`src/rtl/lcd_pkg.sv`:
```
// Shared constants, state codes, opcode masks and the address-counter step helper
// for the HD44780-style character sink.
package lcd_pkg;

  localparam logic [6:0] LINE2_BASE = 7'h40;
  localparam logic [6:0] LINE_END   = 7'h27;
  localparam logic [7:0] SPACE      = 8'h20;

  typedef logic [1:0] state_t;
  localparam state_t StIdle     = 2'd0;
  localparam state_t StBusyWait = 2'd1;
  localparam state_t StClear    = 2'd2;

  // An instruction matches when (data & mask) == value; decode runs from the top bit down.
  localparam logic [7:0] OpDdramMask = 8'h80, OpDdramVal = 8'h80;
  localparam logic [7:0] OpCgramMask = 8'hC0, OpCgramVal = 8'h40;
  localparam logic [7:0] OpFuncMask  = 8'hE0, OpFuncVal  = 8'h20;
  localparam logic [7:0] OpShiftMask = 8'hF0, OpShiftVal = 8'h10;
  localparam logic [7:0] OpDispMask  = 8'hF8, OpDispVal  = 8'h08;
  localparam logic [7:0] OpEntryMask = 8'hFC, OpEntryVal = 8'h04;
  localparam logic [7:0] OpHomeMask  = 8'hFE, OpHomeVal  = 8'h02;
  localparam logic [7:0] OpClearMask = 8'hFF, OpClearVal = 8'h01;

  function automatic logic op_match(input logic [7:0] d, input logic [7:0] mask,
                                    input logic [7:0] val);
    return (d & mask) == val;
  endfunction

  // Steps the address counter through the two 40-cell lines as one 80-cell ring.
  function automatic logic [6:0] ac_step(input logic [6:0] ac, input logic inc);
    logic [6:0] nxt;
    if (inc) begin
      if (ac == LINE_END)                   nxt = LINE2_BASE;
      else if (ac == LINE2_BASE + LINE_END) nxt = 7'h00;
      else                                  nxt = ac + 7'd1;
    end else begin
      if (ac == 7'h00)           nxt = LINE2_BASE + LINE_END;
      else if (ac == LINE2_BASE) nxt = LINE_END;
      else                       nxt = ac - 7'd1;
    end
    return nxt;
  endfunction

endpackage

```
`src/rtl/lcd_char_sink_if.sv`:
```
// 8-bit LCD bus between a display controller (master) and the character sink (slave).
interface lcd_char_sink_if;
  logic       LCD_EN;
  logic       LCD_RS;
  logic       LCD_RW;
  logic [7:0] LCD_DATA;
  logic [7:0] LCD_DOUT;
  logic       BUSY;

  modport master (output LCD_EN, LCD_RS, LCD_RW, LCD_DATA, input LCD_DOUT, BUSY);
  modport slave  (input LCD_EN, LCD_RS, LCD_RW, LCD_DATA, output LCD_DOUT, BUSY);
endinterface

```
`src/rtl/lcd_ddram_bank.sv`:
```
// One DDRAM line: synchronous write port and a registered read port (read-before-write).
module lcd_ddram_bank #(
  parameter int unsigned Depth = 40
) (
  input  logic                     clk_i,
  input  logic                     rst_i,
  input  logic                     we_i,
  input  logic [$clog2(Depth)-1:0] waddr_i,
  input  logic [7:0]               wdata_i,
  input  logic [$clog2(Depth)-1:0] raddr_i,
  output logic [7:0]               rdata_o
);

  logic [7:0] mem_q [Depth];
  logic [7:0] rdata_q;

  always_ff @(posedge clk_i) begin
    if (we_i) mem_q[waddr_i] <= wdata_i;
  end

  always_ff @(posedge clk_i) begin
    if (rst_i) rdata_q <= '0;
    else       rdata_q <= mem_q[raddr_i];
  end

  assign rdata_o = rdata_q;

endmodule

```
`src/rtl/lcd_char_sink.sv`:
```
// Device end of an HD44780-style 8-bit bus: instruction decode, address counter,
// busy/clear FSM, sticky error flags and a registered 2x16 screen read port.
module lcd_char_sink
  import lcd_pkg::*;
#(
  parameter int unsigned BUSY_CYCLES = 0,
  parameter int unsigned LINE_LEN    = 40
) (
  input  logic                  CLK,
  input  logic                  RESET,
  lcd_char_sink_if.slave        lcd,
  output logic [1:0]            ERR,
  output logic [2:0]            DISP_CTRL,
  output logic [2:0]            FUNC,
  output logic [6:0]            AC,
  input  logic [4:0]            RD_ADDR,
  output logic [7:0]            RD_DATA
);

  localparam int unsigned     CntW      = (BUSY_CYCLES > 1) ? $clog2(BUSY_CYCLES + 1) : 1;
  localparam logic [CntW-1:0] CntLoad   = CntW'(BUSY_CYCLES);
  localparam logic [5:0]      SweepLast = 6'(LINE_LEN - 1);

  state_t          state_q, state_d;
  logic [CntW-1:0] cnt_q, cnt_d;
  logic [5:0]      sweep_q, sweep_d;
  logic [6:0]      ac_q, ac_d;
  logic            id_q, id_d;
  logic [2:0]      disp_q, disp_d;
  logic [2:0]      func_q, func_d;
  logic [1:0]      err_q, err_d;
  logic [7:0]      dout_q, dout_d;
  logic            rd_line_q;

  logic       busy, wr, wr_ok, dat_wr, ddram_ok;
  logic [7:0] d;
  logic       bank0_we, bank1_we;
  logic [5:0] bank_waddr;
  logic [7:0] bank_wdata;
  logic [7:0] rd0, rd1;

  assign busy     = (state_q != StIdle);
  assign d        = lcd.LCD_DATA;
  assign wr       = lcd.LCD_EN & ~lcd.LCD_RW;
  assign wr_ok    = wr & ~busy;
  assign dat_wr   = wr_ok & lcd.LCD_RS;
  assign ddram_ok = (d[6:0] <= LINE_END) ||
                    ((d[6:0] >= LINE2_BASE) && (d[6:0] <= LINE2_BASE + LINE_END));

  always_comb begin
    state_d = state_q;
    cnt_d   = cnt_q;
    sweep_d = sweep_q;
    ac_d    = ac_q;
    id_d    = id_q;
    disp_d  = disp_q;
    func_d  = func_q;
    err_d   = err_q;
    dout_d  = dout_q;

    if (wr && busy) err_d[0] = 1'b1;
    if (lcd.LCD_EN && lcd.LCD_RW && !lcd.LCD_RS) dout_d = {busy, ac_q};

    case (state_q)
      StBusyWait: begin
        if (cnt_q == CntW'(1)) state_d = StIdle;
        else                   cnt_d   = cnt_q - CntW'(1);
      end
      StClear: begin
        if (sweep_q == SweepLast) state_d = StIdle;
        else                      sweep_d = sweep_q + 6'd1;
      end
      default: ;
    endcase

    if (wr_ok) begin
      if (BUSY_CYCLES != 0) begin
        state_d = StBusyWait;
        cnt_d   = CntLoad;
      end
      if (lcd.LCD_RS) begin
        ac_d = ac_step(ac_q, id_q);
      end else if (op_match(d, OpDdramMask, OpDdramVal)) begin
        if (ddram_ok) ac_d = d[6:0];
        else          err_d[1] = 1'b1;
      end else if (op_match(d, OpCgramMask, OpCgramVal)) begin
        // CGRAM is not modelled; the write only costs busy time.
      end else if (op_match(d, OpFuncMask, OpFuncVal)) begin
        func_d = d[4:2];
      end else if (op_match(d, OpShiftMask, OpShiftVal)) begin
        if (!d[3]) ac_d = ac_step(ac_q, d[2]);
      end else if (op_match(d, OpDispMask, OpDispVal)) begin
        disp_d = d[2:0];
      end else if (op_match(d, OpEntryMask, OpEntryVal)) begin
        id_d = d[1];
      end else if (op_match(d, OpHomeMask, OpHomeVal)) begin
        ac_d = '0;
      end else if (op_match(d, OpClearMask, OpClearVal)) begin
        ac_d    = '0;
        id_d    = 1'b1;
        state_d = StClear;
        sweep_d = '0;
      end
    end
  end

  // Sweep and data writes share the bank write port; data is only accepted in idle.
  always_comb begin
    bank_waddr = ac_q[5:0];
    bank_wdata = d;
    bank0_we   = dat_wr & ~ac_q[6];
    bank1_we   = dat_wr & ac_q[6];
    if (state_q == StClear) begin
      bank_waddr = sweep_q;
      bank_wdata = SPACE;
      bank0_we   = 1'b1;
      bank1_we   = 1'b1;
    end
    if (RESET) begin
      bank0_we = 1'b0;
      bank1_we = 1'b0;
    end
  end

  always_ff @(posedge CLK) begin
    if (RESET) begin
      state_q   <= StClear;
      cnt_q     <= '0;
      sweep_q   <= '0;
      ac_q      <= '0;
      id_q      <= 1'b1;
      disp_q    <= 3'b000;
      func_q    <= 3'b011;
      err_q     <= 2'b00;
      dout_q    <= 8'h00;
      rd_line_q <= 1'b0;
    end else begin
      state_q   <= state_d;
      cnt_q     <= cnt_d;
      sweep_q   <= sweep_d;
      ac_q      <= ac_d;
      id_q      <= id_d;
      disp_q    <= disp_d;
      func_q    <= func_d;
      err_q     <= err_d;
      dout_q    <= dout_d;
      rd_line_q <= RD_ADDR[4];
    end
  end

  lcd_ddram_bank #(
    .Depth(LINE_LEN)
  ) u_bank0 (
    .clk_i  (CLK),
    .rst_i  (RESET),
    .we_i   (bank0_we),
    .waddr_i(bank_waddr),
    .wdata_i(bank_wdata),
    .raddr_i({2'b00, RD_ADDR[3:0]}),
    .rdata_o(rd0)
  );

  lcd_ddram_bank #(
    .Depth(LINE_LEN)
  ) u_bank1 (
    .clk_i  (CLK),
    .rst_i  (RESET),
    .we_i   (bank1_we),
    .waddr_i(bank_waddr),
    .wdata_i(bank_wdata),
    .raddr_i({2'b00, RD_ADDR[3:0]}),
    .rdata_o(rd1)
  );

  assign lcd.LCD_DOUT = dout_q;
  assign lcd.BUSY     = busy;
  assign ERR          = err_q;
  assign DISP_CTRL    = disp_q;
  assign FUNC         = func_q;
  assign AC           = ac_q;
  assign RD_DATA      = rd_line_q ? rd1 : rd0;

endmodule

```
`src/flat_wrapper.sv`:
```
// flat-port wrapper written by rule: the top's interface ports become plain ports
module lcd_char_sink_flat import lcd_pkg::*;
#(
  parameter int unsigned BUSY_CYCLES = 0,
  parameter int unsigned LINE_LEN    = 40
)
  (CLK, RESET, ERR, DISP_CTRL, FUNC, AC, RD_ADDR, RD_DATA, lcd_LCD_EN, lcd_LCD_RS, lcd_LCD_RW, lcd_LCD_DATA, lcd_LCD_DOUT, lcd_BUSY);
  lcd_char_sink_if lcd_i ();
  input  logic CLK;
  input  logic RESET;
  output logic [1:0] ERR;
  output logic [2:0] DISP_CTRL;
  output logic [2:0] FUNC;
  output logic [6:0] AC;
  input  logic [4:0] RD_ADDR;
  output logic [7:0] RD_DATA;
  input wire logic [$bits(lcd_i.LCD_EN)-1:0] lcd_LCD_EN;
  input wire logic [$bits(lcd_i.LCD_RS)-1:0] lcd_LCD_RS;
  input wire logic [$bits(lcd_i.LCD_RW)-1:0] lcd_LCD_RW;
  input wire logic [$bits(lcd_i.LCD_DATA)-1:0] lcd_LCD_DATA;
  output wire logic [$bits(lcd_i.LCD_DOUT)-1:0] lcd_LCD_DOUT;
  output wire logic [$bits(lcd_i.BUSY)-1:0] lcd_BUSY;
  assign lcd_i.LCD_EN = lcd_LCD_EN;
  assign lcd_i.LCD_RS = lcd_LCD_RS;
  assign lcd_i.LCD_RW = lcd_LCD_RW;
  assign lcd_i.LCD_DATA = lcd_LCD_DATA;
  assign lcd_LCD_DOUT = lcd_i.LCD_DOUT;
  assign lcd_BUSY = lcd_i.BUSY;
  lcd_char_sink #(.BUSY_CYCLES(BUSY_CYCLES), .LINE_LEN(LINE_LEN)) u_core (.CLK(CLK), .RESET(RESET), .lcd(lcd_i), .ERR(ERR), .DISP_CTRL(DISP_CTRL), .FUNC(FUNC), .AC(AC), .RD_ADDR(RD_ADDR), .RD_DATA(RD_DATA));
endmodule
```
`config.mk`:
```
export PLATFORM = sky130hd
export DESIGN_NAME = lcd_char_sink_flat
export DESIGN_NICKNAME = d
export VERILOG_FILES = /design/src/rtl/lcd_pkg.sv /design/src/rtl/lcd_char_sink_if.sv /design/src/rtl/lcd_ddram_bank.sv /design/src/rtl/lcd_char_sink.sv /design/src/flat_wrapper.sv
export SDC_FILE = /design/constraint.sdc
export NUM_CORES = 1
export LEC_CHECK = 0
export CAP_MARGIN = 20
export CORE_MARGIN = 2
export CORE_UTILIZATION = 55
export CTS_CLUSTER_DIAMETER = 150
export DETAILED_ROUTE_END_ITERATION = 10
export MAX_ROUTING_LAYER = met4
export PLACE_DENSITY = 0.76
export SLEW_MARGIN = 15
export SYNTH_ARGS = -nofsm -noshare
export SYNTH_HDL_FRONTEND = slang
export SYNTH_SLANG_ARGS = --single-unit
export TNS_END_PERCENT = 10
```
`constraint.sdc`:
```
create_clock -name CLK -period 2.3 [get_ports CLK]
set_input_delay 0.69 -clock CLK [delete_from_list [all_inputs] [get_ports CLK]]
set_output_delay 0.69 -clock CLK [all_outputs]
set_load 0.005 [all_outputs]
```
==> impl_metrics.yaml <==
synth:
  ys_warn_count: 0
  synth_nets: 750
  syn_area_per_cell_sq_um: 17.2
  ys_seq_elements: 306
  synth_seq_area_share_pct: 69.7
  synthCells: 726
  netlist_area_sq_um: 12500
  ys_types: 59
  synth_flop_cell: "edfxtp_1"
  async_flop_share_pct: 0
  synth-edff-count: 256
setup_path:
  critPathKind: "register to output port"
  crit_family: "flip-flops"
  cp_slowest_cell: "dfxtp_4"
  crit_path_start_kind: "register"
  crit_path_cell_trace: "buf_4 > mux2_2 > clkdlybuf4s15_1"
  cp-end-kind: "output port"
  crit_buf_inv: 2
  crit_path_max_incr_delay_ps: 370
  critPathArrivalTime_ps: 1550
  cp_max_fo: 5
  cp_data_required_time_ps: 1610
placed_design:
  place_area_sq_um: 14000
  numPortBuffers: 49
  routabilityCongestion: 0.885
  dp_hpwl_um: 17900
cts:
  cts_root_buf: "clkbuf_16"
  cts_buffer_depth: 3
  cts.reportedPaths.clkPinSlew_ps: 60
  cts_buffers: 30
  clk_latency_ps: 540
  htree_levels: 1
  cts_tree: "done"
  clock_sinks: 306
detailed_routing:
  routed_wl_um: 27500
  drc: 0
  drtIter0Drc: 557
  routedWlPerCell_um: 23.4
  drtAntennaViolNets: 0
  via_count: 7032
  drt-pass1-iter-count: 7
  viasPerCell: 5.99
grt:
  grt_pass1_vias: 7395
  gr-total-overflow: 0
  grt_usage_pct: 24.5
  grt_antenna_before_repair: 0
  grt_pass1_wl_um: 43300
  grt_max_degree: 33
min_path:
  hp-class: "register to register"
pwr:
  total_power_mw: 12.2
  ir_worst_vdd_mv: 0.492
  power.density_nw_per_um2: 809
  p_leak_nw: 5.17
floorplan:
  core_area_sq_um: 22400
  fp-row-count: 55
  die-area_sq_um: 23900
  boundaryPins: 50
  die_h_um: 155
  die_x_um: 155
  start_util_pct: 55.6
sta:
  drv_slew: 0
  setup_tns_ps: 0
  rsz0062_at_grt: "true"
  finalHoldViolCount: 0
  setup_viol: 0
  finClkSkew_ps: 12.6
  final.period_utilization_pct: 97.6
  worst_pin_slew_ps: 420
  fin_crit_ps: 2240
  relSlewSlack_pct: 71.8
  fmax_mhz: 446
finish:
  design_area_sq_um: 15100
  area_growth_pct: 21.0
  antenna_cells: 0
  final_common_cell: "edfxtp_1"
  final_cell_mix: "256 x edfxtp_1, 83 x buf_4, 81 x nor2_1"
  fillers: 1416
  layout.nets: 889
  drive_gt1_share_pct: 29.6
outcome:
  status: "complete, no violations"
job:
  cap_violations: 0
-- synth_stat cells (all sizes together) (2+ instances only) --
cell	n	area share [%]
nand4b	2	0.14
ha	6	0.60
and2	2	0.10
a22oi	3	0.18
a211o	2	0.14
nor4b	3	0.31
nand3b	3	0.18
inv	10	0.30
a41o	2	0.16
xnor2	5	0.35
o32ai	2	0.14
nor3b	2	0.12
mux2	8	0.72
edfxtp	256	62
clkbuf	20	0.61
a311oi	5	0.35
o31ai	3	0.18
nor2	81	2.4
nand2b	2	0.10
o21ai	12	0.48
a21oi	21	0.84
or3b	2	0.14
buf	23	1.2
nand3	8	0.32
xor2	4	0.28
o21bai	4	0.24
nor2b	30	1.5
a31o	2	0.14
dfxtp	50	8.0
nand2	29	0.87
and3b	2	0.14
or3	5	0.25
mux2i	11	0.88
nor3	10	0.40
mux4	80	14
-- report_power, final --
| part | internal [mW] | switching (mW) |
|---|---|---|
| logic | 0.500 | 0.570 |
| registers | 6.19 | 0.0675 |
| clock network | 2.89 | 1.99 |
| total | 9.58 | 2.63 |
-- sequential cells by signal, indices dropped and copies added, names as in the netlist --
signal and cells:
u_core.u_bank0.mem_q 128, u_core.AC 7, u_core.FUNC 3, u_core.sweep_q 6, u_core.lcd.LCD_DOUT 8, u_core.u_bank0.rdata_o 8, u_core.u_bank1.mem_q 128, u_core.state_q 2
u_core.ERR 2, u_core.id_q 1, u_core.DISP_CTRL 3, u_core.rd_line_q 1, u_core.u_bank1.rdata_o 8, u_core.cnt_q 1
-- cell families (layout without fill, tap and decap cells) --
kind of cell               Yosys count  after routing  synth area share, %
AOI/OAI and AO/OA                   68             68                 3.65
xor gates and xnor gates             9              9                0.632
adders and majority gates            6              6                0.602
buffers and inverters               53            215                 2.14
DFF                                306            306                 69.7
muxes                               99             99                 16.1
and+or+nand+nor                    185            185                 7.25
-- through the flow --
stage / hold WS (ps) / util [%] / worst slack [ps] / std cells
6_report: 464 / 67.3 / 56.3 / 1173
5_1_grt: 488 / 67.3 / -0.388 / 1173
4_1_cts: 465 / 67.2 / 27.7 / 1173
3_5_place_dp: 450 / 62.5 / -303 / 1113
3_3_place_gp: 437 / 62.5 / -218 / 1113
2_1_floorplan: 427 / - / 1.10 / 726
-- cell type report --
class	count	area (sq um)	area share [%]
Tap cell	285	357	2.36
Clock buffer	40	840	5.56
Clock inverter	15	153	1.01
Multi-Input combinational cell	367	3550	23.5
Timing Repair Buffer	150	1450	9.62
Inverter	10	37.5	0.249
Sequential cell	306	8700	57.7
-- worst paths after layout --
path	from	to	slack, ps	cells past startpoint
worst max-delay path	u_core.rd_line_q	RD_DATA[7]	60	3
worst min-delay path	u_core.state_q[1]	u_core.state_q[1]	460	1
worst max register to register	u_core.state_q[0]	u_core.u_bank1.mem_q[2][1]	160	7
worst min register to register	u_core.state_q[1]	u_core.state_q[1]	460	1
-- per-layer routing --
metal	share of wire (%)	vias to the layer above	track usage, %
met3	5.4	39	3.11
met4	1.8	0	5.16
met2	51	262	41.2
met1	42	3607	32.9
met5	0	-	-
li1	-	3124	-
-- repair_timing --
| action | CTS | global route |
|---|---|---|
| gates resized for setup | 28 | 6 |
| hold buffers | 0 | 0 |
| setup endpoints to repair | 160 | 93 |
| setup buffers | 5 | 0 |
(Power assumes the default switching activity.)
